File: config.mk
export PLATFORM = sky130hd
export DESIGN_NAME = mc_control_fsm
export DESIGN_NICKNAME = d
export VERILOG_FILES = /design/src/rtl/mc_control_fsm_pkg.sv /design/src/rtl/mc_control_fsm_alu_decoder.sv /design/src/rtl/mc_control_fsm.sv
export SDC_FILE = /design/constraint.sdc
export NUM_CORES = 1
export LEC_CHECK = 0
export ABC_AREA = 0
export BUFFER_PORTS_ARGS = -buffer_cell sky130_fd_sc_hd__buf_2
export CELL_PAD_IN_SITES_DETAIL_PLACEMENT = 1
export CELL_PAD_IN_SITES_GLOBAL_PLACEMENT = 1
export CORE_ASPECT_RATIO = 1.5
export CORE_MARGIN = 2
export CORE_UTILIZATION = 39
export CTS_CLUSTER_SIZE = 28
export DETAILED_ROUTE_END_ITERATION = 12
export PLACE_DENSITY = 0.89
export SLEW_MARGIN = 15
export SYNTH_ARGS = -nofsm -noshare
export SYNTH_HDL_FRONTEND = slang
export SYNTH_SLANG_ARGS = --single-unit
export TNS_END_PERCENT = 100
File: constraint.sdc
create_clock -name i_clk -period 3.25 [get_ports i_clk]
set_clock_uncertainty 0.05 [all_clocks]
set_input_delay 0 -clock i_clk [delete_from_list [all_inputs] [get_ports i_clk]]
set_output_delay 0 -clock i_clk [all_outputs]
set_load 0.01 [all_outputs]
File: src/rtl/mc_control_fsm_pkg.sv
// mc_control_fsm_pkg
// Shared definitions for the multi-cycle control FSM:
//   - state_t  : FSM state encoding (also driven out on o_state)
//   - OP_*     : instruction opcode constants
//   - FN_*     : R-type funct constants
//   - ALU_*    : ALU control codes
//   - ctrl_t   : per-state control vector, built by ctrl_for()
package mc_control_fsm_pkg;

    typedef enum logic [3:0] {
        FETCH    = 4'd0,
        DECODE   = 4'd1,
        MEMADR   = 4'd2,
        MEMRD    = 4'd3,
        MEMWB    = 4'd4,
        MEMWR    = 4'd5,
        EXEC     = 4'd6,
        ALUWB    = 4'd7,
        BRANCH   = 4'd8,
        ADDIEXEC = 4'd9,
        ADDIWB   = 4'd10,
        JUMP     = 4'd11,
        FAULT    = 4'd12
    } state_t;

    localparam logic [5:0] OP_RTYPE = 6'b000000;
    localparam logic [5:0] OP_LW    = 6'b100011;
    localparam logic [5:0] OP_SW    = 6'b101011;
    localparam logic [5:0] OP_BEQ   = 6'b000100;
    localparam logic [5:0] OP_BNE   = 6'b000101;
    localparam logic [5:0] OP_ADDI  = 6'b001000;
    localparam logic [5:0] OP_J     = 6'b000010;

    localparam logic [5:0] FN_ADD = 6'b100000;
    localparam logic [5:0] FN_SUB = 6'b100010;
    localparam logic [5:0] FN_AND = 6'b100100;
    localparam logic [5:0] FN_OR  = 6'b100101;
    localparam logic [5:0] FN_SLT = 6'b101010;

    localparam logic [3:0] ALU_AND = 4'b0000;
    localparam logic [3:0] ALU_OR  = 4'b0001;
    localparam logic [3:0] ALU_ADD = 4'b0010;
    localparam logic [3:0] ALU_SUB = 4'b0110;
    localparam logic [3:0] ALU_SLT = 4'b0111;

    localparam logic [1:0] SRC_B_REG    = 2'd0;
    localparam logic [1:0] SRC_B_FOUR   = 2'd1;
    localparam logic [1:0] SRC_B_IMM    = 2'd2;
    localparam logic [1:0] SRC_B_OFFSET = 2'd3;

    localparam logic [1:0] PC_SRC_ALU    = 2'd0;
    localparam logic [1:0] PC_SRC_ALUOUT = 2'd1;
    localparam logic [1:0] PC_SRC_JUMP   = 2'd2;

    // Moore part of the control outputs. fetch/jump/branch/final_st are
    // qualifiers the top combines with enable, i_mem_ready and i_zero.
    typedef struct packed {
        logic       fetch;
        logic       jump;
        logic       branch;
        logic       final_st;
        logic       i_or_d;
        logic       mem_rd;
        logic       mem_wr;
        logic       mem_reg;
        logic       reg_dst;
        logic       reg_wr;
        logic       alu_src_a;
        logic [1:0] alu_src_b;
        logic [3:0] alu_ctl;
        logic [1:0] pc_src;
    } ctrl_t;

    function automatic ctrl_t ctrl_for(input state_t st, input logic [3:0] exec_alu);
        ctrl_t c;
        c         = '0;
        c.alu_ctl = ALU_ADD;
        c.pc_src  = PC_SRC_ALU;
        case (st)
            FETCH: begin
                c.fetch     = 1'b1;
                c.mem_rd    = 1'b1;
                c.alu_src_b = SRC_B_FOUR;
            end
            DECODE: begin
                c.alu_src_b = SRC_B_OFFSET;
            end
            MEMADR: begin
                c.alu_src_a = 1'b1;
                c.alu_src_b = SRC_B_IMM;
            end
            MEMRD: begin
                c.mem_rd = 1'b1;
                c.i_or_d = 1'b1;
            end
            MEMWB: begin
                c.mem_reg  = 1'b1;
                c.reg_wr   = 1'b1;
                c.final_st = 1'b1;
            end
            MEMWR: begin
                c.mem_wr = 1'b1;
                c.i_or_d = 1'b1;
            end
            EXEC: begin
                c.alu_src_a = 1'b1;
                c.alu_src_b = SRC_B_REG;
                c.alu_ctl   = exec_alu;
            end
            ALUWB: begin
                c.reg_dst  = 1'b1;
                c.reg_wr   = 1'b1;
                c.final_st = 1'b1;
            end
            BRANCH: begin
                c.alu_src_a = 1'b1;
                c.alu_src_b = SRC_B_REG;
                c.alu_ctl   = ALU_SUB;
                c.pc_src    = PC_SRC_ALUOUT;
                c.branch    = 1'b1;
                c.final_st  = 1'b1;
            end
            ADDIEXEC: begin
                c.alu_src_a = 1'b1;
                c.alu_src_b = SRC_B_IMM;
            end
            ADDIWB: begin
                c.reg_wr   = 1'b1;
                c.final_st = 1'b1;
            end
            JUMP: begin
                c.pc_src   = PC_SRC_JUMP;
                c.jump     = 1'b1;
                c.final_st = 1'b1;
            end
            default: begin
                c.fetch = 1'b0;
            end
        endcase
        return c;
    endfunction

endpackage

File: src/rtl/mc_control_fsm_alu_decoder.sv
// mc_control_fsm_alu_decoder
// Maps an R-type funct field onto an ALU control code.
//   funct    : R-type funct field
//   alu_code : ALU control code (ADD when funct is not recognised)
//   valid    : 1 when funct is one of ADD/SUB/AND/OR/SLT
module mc_control_fsm_alu_decoder
    import mc_control_fsm_pkg::*;
#(
    parameter int FUNCT_WIDTH = 6
) (
    input  logic [FUNCT_WIDTH-1:0] funct,
    output logic [3:0]             alu_code,
    output logic                   valid
);

    always_comb begin
        alu_code = ALU_ADD;
        valid    = 1'b1;
        case (funct)
            FUNCT_WIDTH'(FN_ADD): alu_code = ALU_ADD;
            FUNCT_WIDTH'(FN_SUB): alu_code = ALU_SUB;
            FUNCT_WIDTH'(FN_AND): alu_code = ALU_AND;
            FUNCT_WIDTH'(FN_OR):  alu_code = ALU_OR;
            FUNCT_WIDTH'(FN_SLT): alu_code = ALU_SLT;
            default:              valid    = 1'b0;
        endcase
    end

endmodule

File: src/rtl/mc_control_fsm.sv
// mc_control_fsm
// Multi-cycle processor control FSM (LW, SW, R-type, BEQ, BNE, ADDI, J).
// Inputs : i_clk, rst (async, active-high), enable (advance), i_opcode,
//          i_funct (both from the instruction register), i_zero, i_mem_ready.
// Outputs: pc_write, ir_write, i_or_d, MemRd, MemWr, MemReg, RegDst, RegWr,
//          alu_src_a, alu_src_b, o_alu_control, pc_src, instr_done,
//          illegal/fault (sticky until reset), o_state.
module mc_control_fsm
    import mc_control_fsm_pkg::*;
#(
    parameter int OPCODE_WIDTH = 6,
    parameter int FUNCT_WIDTH  = 6,
    parameter int ALU_CONTROL  = 4,
    parameter int MEM_TIMEOUT  = 15
) (
    input  logic                    i_clk,
    input  logic                    rst,
    input  logic                    enable,
    input  logic [OPCODE_WIDTH-1:0] i_opcode,
    input  logic [FUNCT_WIDTH-1:0]  i_funct,
    input  logic                    i_zero,
    input  logic                    i_mem_ready,
    output logic                    pc_write,
    output logic                    ir_write,
    output logic                    i_or_d,
    output logic                    MemRd,
    output logic                    MemWr,
    output logic                    MemReg,
    output logic                    RegDst,
    output logic                    RegWr,
    output logic                    alu_src_a,
    output logic [1:0]              alu_src_b,
    output logic [ALU_CONTROL-1:0]  o_alu_control,
    output logic [1:0]              pc_src,
    output logic                    instr_done,
    output logic                    illegal,
    output logic                    fault,
    output logic [3:0]              o_state
);

    localparam int CNT_W = (MEM_TIMEOUT > 1) ? $clog2(MEM_TIMEOUT + 1) : 1;

    state_t             state;
    state_t             state_nxt;
    ctrl_t              ctrl_q;
    logic [CNT_W-1:0]   wait_cnt;
    logic               wait_hit;
    logic               is_wait;
    logic               set_illegal;
    logic               set_fault;
    logic [3:0]         exec_alu;
    logic               exec_ok;
    logic               strobe_en;
    logic               branch_taken;

    mc_control_fsm_alu_decoder #(
        .FUNCT_WIDTH (FUNCT_WIDTH)
    ) u_alu_decoder (
        .funct    (i_funct),
        .alu_code (exec_alu),
        .valid    (exec_ok)
    );

    assign is_wait  = (state == FETCH) || (state == MEMRD) || (state == MEMWR);
    assign wait_hit = (wait_cnt == CNT_W'(MEM_TIMEOUT - 1));

    always_comb begin
        state_nxt   = state;
        set_illegal = 1'b0;
        set_fault   = 1'b0;
        case (state)
            FETCH, MEMRD, MEMWR: begin
                // Ready wins over the timeout on the last allowed wait cycle.
                if (i_mem_ready) begin
                    if (state == FETCH)      state_nxt = DECODE;
                    else if (state == MEMRD) state_nxt = MEMWB;
                    else                     state_nxt = FETCH;
                end else if (wait_hit) begin
                    state_nxt = FAULT;
                    set_fault = 1'b1;
                end
            end
            DECODE: begin
                if (i_opcode == OPCODE_WIDTH'(OP_LW) || i_opcode == OPCODE_WIDTH'(OP_SW))
                    state_nxt = MEMADR;
                else if (i_opcode == OPCODE_WIDTH'(OP_RTYPE))
                    state_nxt = EXEC;
                else if (i_opcode == OPCODE_WIDTH'(OP_BEQ) || i_opcode == OPCODE_WIDTH'(OP_BNE))
                    state_nxt = BRANCH;
                else if (i_opcode == OPCODE_WIDTH'(OP_ADDI))
                    state_nxt = ADDIEXEC;
                else if (i_opcode == OPCODE_WIDTH'(OP_J))
                    state_nxt = JUMP;
                else begin
                    state_nxt   = FAULT;
                    set_illegal = 1'b1;
                end
            end
            MEMADR:   state_nxt = (i_opcode == OPCODE_WIDTH'(OP_SW)) ? MEMWR : MEMRD;
            EXEC: begin
                if (exec_ok) begin
                    state_nxt = ALUWB;
                end else begin
                    state_nxt   = FAULT;
                    set_illegal = 1'b1;
                end
            end
            ADDIEXEC: state_nxt = ADDIWB;
            MEMWB, ALUWB, BRANCH, ADDIWB, JUMP: state_nxt = FETCH;
            FAULT:    state_nxt = FAULT;
            default: begin
                state_nxt = FAULT;
                set_fault = 1'b1;
            end
        endcase
    end

    // State, registered control vector, wait counter and sticky flags.
    always_ff @(posedge i_clk or posedge rst) begin
        if (rst) begin
            state    <= FETCH;
            ctrl_q   <= ctrl_for(FETCH, ALU_ADD);
            wait_cnt <= '0;
            illegal  <= 1'b0;
            fault    <= 1'b0;
        end else if (enable) begin
            state  <= state_nxt;
            ctrl_q <= ctrl_for(state_nxt, exec_alu);
            if (state_nxt != state)
                wait_cnt <= '0;
            else if (is_wait)
                wait_cnt <= wait_cnt + CNT_W'(1);
            if (set_illegal) illegal <= 1'b1;
            if (set_fault)   fault   <= 1'b1;
        end
    end

    // Strobes only fire on cycles that actually advance the FSM; reset
    // suppresses them immediately even though ctrl_q already holds FETCH.
    assign strobe_en    = enable & ~rst;
    assign branch_taken = ((i_opcode == OPCODE_WIDTH'(OP_BEQ)) &  i_zero) |
                          ((i_opcode == OPCODE_WIDTH'(OP_BNE)) & ~i_zero);

    assign MemRd      = strobe_en & ctrl_q.mem_rd;
    assign MemWr      = strobe_en & ctrl_q.mem_wr;
    assign RegWr      = strobe_en & ctrl_q.reg_wr;
    assign ir_write   = strobe_en & ctrl_q.fetch & i_mem_ready;
    assign pc_write   = strobe_en & ((ctrl_q.fetch & i_mem_ready) | ctrl_q.jump |
                                     (ctrl_q.branch & branch_taken));
    assign instr_done = strobe_en & (ctrl_q.final_st | (ctrl_q.mem_wr & i_mem_ready));

    assign i_or_d        = ctrl_q.i_or_d;
    assign MemReg        = ctrl_q.mem_reg;
    assign RegDst        = ctrl_q.reg_dst;
    assign alu_src_a     = ctrl_q.alu_src_a;
    assign alu_src_b     = ctrl_q.alu_src_b;
    assign o_alu_control = ALU_CONTROL'(ctrl_q.alu_ctl);
    assign pc_src        = ctrl_q.pc_src;
    assign o_state       = state;

endmodule

After elaboration in Yosys (flattened, before gate mapping):

Index checks and enable logic that the tools add are counted.

* add/sub/neg operators: 1
* multipliers: 0
* div/mod/pow operators: 0
* $lt $le $gt $ge: 0
* eq/ne operators: 36
* shift operators: 0
* muxes and demuxes: 40
* bitwise logic cells: 19
* reductions and logical operators: 21

Operators by type and width (number)
* $eq 6x6->1 const B: 7
* $eq 4x4->1 const B: 10
* $eq 4x3->1 const B: 8
* $mux 4: 7
* $pmux 4 s6: 1
* $mux 1: 20
* $mux 3: 6
* $eq 4x2->1 const B: 4
* $reduce_or 5->1: 3
* $and 1x1->1: 13
* $eq 6x3->1 const B: 2
* $pmux 3 s4: 1
* $reduce_or 10->1: 1
* $eq 4x1->1 const B: 2
* $logic_not 4->1: 2
* $pmux 4 s2: 1
* $eq 6x2->1 const B: 1
* $eq 6x4->1 const B: 1
* $logic_not 6->1: 1
* $pmux 2 s3: 1
* $reduce_and 2->1: 3
* $reduce_or 2->1: 3
* $reduce_or 3->1: 2
* $add 4x1->4 const B: 1
* other kinds (8): 16

* register bits after elaboration: 29
* latch bits: 0
* bits in writable memories: 0
* bits in read-only memories: 0
* input port bits: 17
* output and inout bits: 24
* logic and storage cells: 135
* memories: 0

Logic depth before layout (Yosys ltp):

* depth after elaboration: 10
* depth in mapped cells: 9
* gate-level depth less buffers: 9

Hierarchy:

Synthesis repeated with hierarchy kept, for this count alone.

* cell total of the unflattened synthesis: 233
* area, all modules: 1995.7 um^2

Modules (own cells, without submodules)
* mc_control_fsm: times used 1, cells an instance 222, area an instance 1898.1 um^2
* mc_control_fsm_alu_decoder: times used 1, cells an instance 11, area an instance 97.6 um^2

Worst setup path after synthesis:

OpenSTA, ideal clock, no wires.

* path kind: reg-to-reg
* from: reg wait_cnt[0]
* to: reg wait_cnt[2]
* library setup time: 82 ps
* arrival: 2425 ps
* required time: 3118 ps
* setup slack: 693 ps
* cell stages (with the launch flop): 10
* path buffers: 0
* clock period less this slack: 2557 ps
* cells stage by stage: dfrtp_1 inv_1 ha_1 a31oi_1 o22ai_1 a221o_2 or4_1 a221oi_2 nand2b_1 o22ai_1

* cells in the longest elaborated chain, start to end: 7

RTL lines
* start, declared: RTL line mc_control_fsm.sv:46 `logic [CNT_W-1:0] wait_cnt;`
* start signal, assigned: RTL line mc_control_fsm.sv:132 `wait_cnt <= wait_cnt + CNT_W'(1);`
* $eq 4x4->1: RTL line mc_control_fsm.sv:65 `assign wait_hit = (wait_cnt == CNT_W'(MEM_TIMEOUT - 1));`
* $mux 4: RTL line mc_control_fsm.sv:78 `end else if (wait_hit) begin`
* $mux 4: RTL line mc_control_fsm.sv:74 `if (i_mem_ready) begin`
* $pmux 4 s6: RTL line mc_control_fsm.sv:71 `case (state)`
* $ne 4x4->1: RTL line mc_control_fsm.sv:129 `if (state_nxt != state)`
* $reduce_bool 2->1 (no source line)
* $reduce_and 2->1 (no source line)

Several ways; a longest one is shown, not always the timed one. The select of a mux whose other input is x is not followed.
A chain may end at the register's enable or synchronous reset.

Worst setup path in the final report:

* from: reg state[2] (netlist: o_state[2])
* to: reg ctrl_q (netlist bit o_alu_control[1])

* cells in the longest elaborated chain, start to end: 7

RTL lines
* start, declared: RTL line mc_control_fsm.sv:43 `state_t state;`
* start signal, assigned: RTL line mc_control_fsm.sv:127 `state <= state_nxt;`
* $eq 4x2->1: RTL line mc_control_fsm.sv:71, mc_control_fsm.sv:76
* $mux 3: RTL line mc_control_fsm.sv:76 `else if (state == MEMRD) state_nxt = MEMWB;`
* $mux 3: RTL line mc_control_fsm.sv:75 `if (state == FETCH) state_nxt = DECODE;`
* $mux 4: RTL line mc_control_fsm.sv:74
* $pmux 4 s6 *: RTL line mc_control_fsm.sv:71
* $eq 4x4->1 / $eq 4x3->1 (equally long branches): RTL line mc_control_fsm_pkg.sv:79 `case (st)`
* $pmux 4 s2 *: RTL line mc_control_fsm_pkg.sv:79
* end signal, assigned: RTL line mc_control_fsm.sv:122 `ctrl_q <= ctrl_for(FETCH, ALU_ADD);`
* end signal, assigned: RTL line mc_control_fsm.sv:128 `ctrl_q <= ctrl_for(state_nxt, exec_alu);`
* end, declared: RTL line mc_control_fsm.sv:45 `ctrl_t ctrl_q;`

Mark *: on every way between the ends. The rest lies on a longest branch, timed or not.

==> flow_summary.rst <==
.. list-table::
   :header-rows: 1

   * - Metric
     - Value
   * - Outcome
     - completed
   * - Port bufs
     - 39
   * - Tightest slew margin relative to the limit
     - 51.9%
   * - Number of synthesis warnings
     - 0
   * - Pre-antenna DRT Iters
     - 4
   * - Antenna violation net count after detailed routing
     - 0
   * - Number of buffers on the longest clock path
     - 2
   * - Cell chosen for the clock root
     - clkbuf_8
   * - Share of async-settable or async-resettable flops after synthesis
     - 100%
   * - GRT overflow
     - 0
   * - Biggest area contributors in the synthesized netlist
     - dfrtp_1, dfstp_2, nor2_1, a21oi_1, buf_4
   * - Max IR drop VDD
     - 0.409 mV
   * - Mean instance size in the synthesized netlist
     - 8.46 um2
   * - Buffering stage count on the worst path with inverters included
     - 0
   * - Delay of the slowest cell on the worst path
     - 0.76 ns
   * - Clock Power Share
     - 13.2%
   * - Arr. time, crit path
     - 3.17 ns
   * - Portion of synthesized cell area occupied by the leading cell type
     - 28.1%
   * - Initial antenna violation count
     - 0
   * - CP delay by family, top
     - simple AND/OR/NAND/NOR gates
   * - Slowest stage cell on the critical path
     - dfrtp_1
   * - Global placer's final weighted congestion
     - 0.839
   * - Routed wire per std cell
     - 16.2 um
   * - Detailed-route vias per instance
     - 5.63
   * - Standard-cell row count
     - 32
   * - Part of the total power dissipated in combinational logic
     - 49.2%
   * - RSZ-0062 raised after global routing
     - no
   * - Sequential element share of the synthesized area
     - 33.3%
   * - Number of post-CTS setup repair buffers
     - 0
   * - Vias
     - 1887
   * - Die boundary width
     - 63.2 um
   * - Post-detailed-placement cell area
     - 2170 um2
   * - Fraction of power spent switching nets
     - 44.8%
   * - Wire length of the first global-routing pass
     - 8970 um
   * - Type of element capturing the critical path
     - register
   * - Critical path start-end classification
     - reg2reg
   * - Total wirelength of the detailed-routed design
     - 5430 um
   * - Post-synthesis cell type count
     - 66
   * - Top Ports
     - 41
   * - Clock transition time at the flip-flop clock pins of the worst setup and hold paths
     - 0.09 ns
   * - Number of global-route vias before repair
     - 1888
   * - Total global routing track utilization
     - 19.6%
   * - Nets in the synthesized netlist
     - 261
   * - Setup slack after placement
     - 0.287 ns
   * - Critical path launch point type
     - register
   * - Post-synth top cells
     - dfrtp_1, nor2_1, inv_1
   * - Setup violations, final
     - 0
   * - DRC violation count after routing
     - 0
   * - Achievable clock frequency
     - 0.333 GHz
   * - Leakage component of the power
     - 0.951 nW
   * - Max Cap Violations
     - 0
   * - Count of flip-flops with a built-in enable after synthesis
     - 0
   * - Final Hold Fails
     - 0
   * - Relative area change from synthesis to final layout
     - 9.29%
   * - Maximum fanout along the worst path
     - 22
   * - Setup tns final
     - 0 ns
   * - Count of state elements after synthesis
     - 27
   * - Cts bufs inserted
     - 3
   * - Cell with the most instances after synthesis
     - dfrtp_1
   * - Die span in y
     - 92.7 um
   * - Cells after Synth
     - 242
   * - Int Pwr
     - 837 uW
   * - Pin count of the biggest net entering global routing
     - 41
   * - Hold slack final
     - 0.00269 ns
   * - Proportion of layout cells with a drive suffix above 1
     - 25.5%
   * - Number of clock sinks seen by CTS
     - 27
   * - TritonCTS clock tree
     - yes
   * - Switching power
     - 679 uW
   * - Synth Flop Type
     - dfrtp_1
   * - Total standard cell area after synthesis
     - 2050 um2
   * - Clock latency on the worst-skew pair
     - 0.29 ns
   * - Final critical delay including setup and external delays
     - 3.00 ns
   * - Area of the core
     - 5080 um2
   * - Die Area
     - 5860 um2
   * - Violation count after the first detailed-routing iteration
     - 52
   * - Final period utilization
     - 92.3%
   * - Pwr/cell area
     - 678 nW/um2
   * - Synth area leader
     - dfrtp_1
   * - Sequential power share
     - 37.6%
   * - Number of diodes added for antenna fixing
     - 0
   * - Finished layout cell area
     - 2240 um2
   * - Worst setup slack after layout
     - 0.250 ns
   * - Nets@finish
     - 287
   * - Placed wire-length estimate
     - 4150 um
   * - Worst Max-Slew Pin Slew
     - 0.717 ns
   * - Sequence of cells on the critical path
     - and4bb_2, nand4_1, and3_1, or3b_4, or3_4, o32a_1
   * - Max Transition Viols Final
     - 0
   * - Max H-tree Level
     - 1
   * - Worst Path Required
     - 3.42 ns
   * - HP Class
     - in2reg
   * - Starting density of the core
     - 40.3%
-- state kept, by name (all words and copies together) (netlist names) --
signal	count
MemReg	1
wait_cnt	4
fault	1
RegDst	1
i_or_d	1
alu_src_a	1
o_alu_control	3
ctrl_q	7
o_state	4
alu_src_b	2
illegal	1
pc_src	1
-- worst reg2reg max path, cell delays in order, from the launching register on --
cell and delay, ns:
dfrtp_1 0.76, and4bb_2 0.37, nand4_1 0.21, and3_1 0.39
or3b_4 0.46, or3_4 0.40, o32a_1 0.30
-- cell type report --
class	count	area [um2]
clock inverters	1	7.51
clock buffers	3	41.3
well taps	68	85.1
flip-flops and latches	27	681
multi-input cells	176	1120
fillers	634	2850
inverters	16	60.1
repair buffers	44	238
-- power groups by stage --
stage	clock, mW	combinational [mW]	sequential, mW
finish	0.200	0.746	0.570
global route	0.217	0.828	0.592
CTS	0.206	0.750	0.568
detailed placement	0	0.742	0.575
global placement	0	0.713	0.570
floorplan	0	0.639	0.509
-- cells in the final DEF, fill, tap and decap left out, types with 3 or more instances in the layout --
cell       n
nand3_1    6
a21o_1     3
nand4b_1   3
o22ai_1    6
nor4_1     3
xnor2_1    3
nor2_1    22
inv_1     16
dfstp_2    4
and2_1     4
a21oi_1   14
nor3_1     5
buf_2     39
mux2_2     3
a31oi_1    5
dfrtp_1   23
buf_4      3
o21ai_0   12
and3_1     5
nor2b_1    4
nor3b_1    3
nand2b_1   9
clkbuf_8   3
nand2_1   14
nand4_1    5
-- per-layer routing --
metal	part of all wire (%)	track usage [%]
met4	3.3	10.7
met3	3.0	2.31
met2	53	34.8
met1	41	22.6
met5	0	0
-- path summary, 6_finish.rpt --
path                            start          endpoint  slack [ns]  cells past startpoint
setup / recovery           o_state[2]  o_alu_control[1]        0.25                      6
hold / removal             i_funct[1]  o_alu_control[0]       0.003                      3
setup reg to reg           o_state[2]  o_alu_control[1]        0.25                      6
hold reg to reg                 fault             fault        0.42                      1
max in group asynchronous         rst  o_alu_control[1]        2.55                      4
min in group asynchronous         rst        o_state[1]        0.28                      4
-- metrics by stage --
step | util (%) | total power, mW | instances
finish | 44.0 | 1.52 | 335
global placement | 42.6 | 1.28 | 329
floorplan | - | 1.15 | 242
detailed placement | 42.6 | 1.32 | 329
global route | 44.0 | 1.64 | 335
CTS | 44.0 | 1.52 | 335
-- cell families (layout without fill, tap and decap cells) --
kind of cell,Yosys count,after routing,synth area share [%]
AOI/OAI and AO/OA,64,64,21.0
xor gates and xnor gates,4,4,1.71
adders and majority gates,2,2,1.22
buffers and inverters,39,64,11.8
DFF,27,27,33.3
muxes,5,5,2.63
other,1,1,0.183
and+or+nand+nor,100,100,28.2
-- what timing repair did --
action	4_1_cts	5_1_grt
hold endpoints to repair	24	0
hold buffers	2	0
gates resized for setup	0	0
No activity file was read; power rests on OpenSTA's default activity.
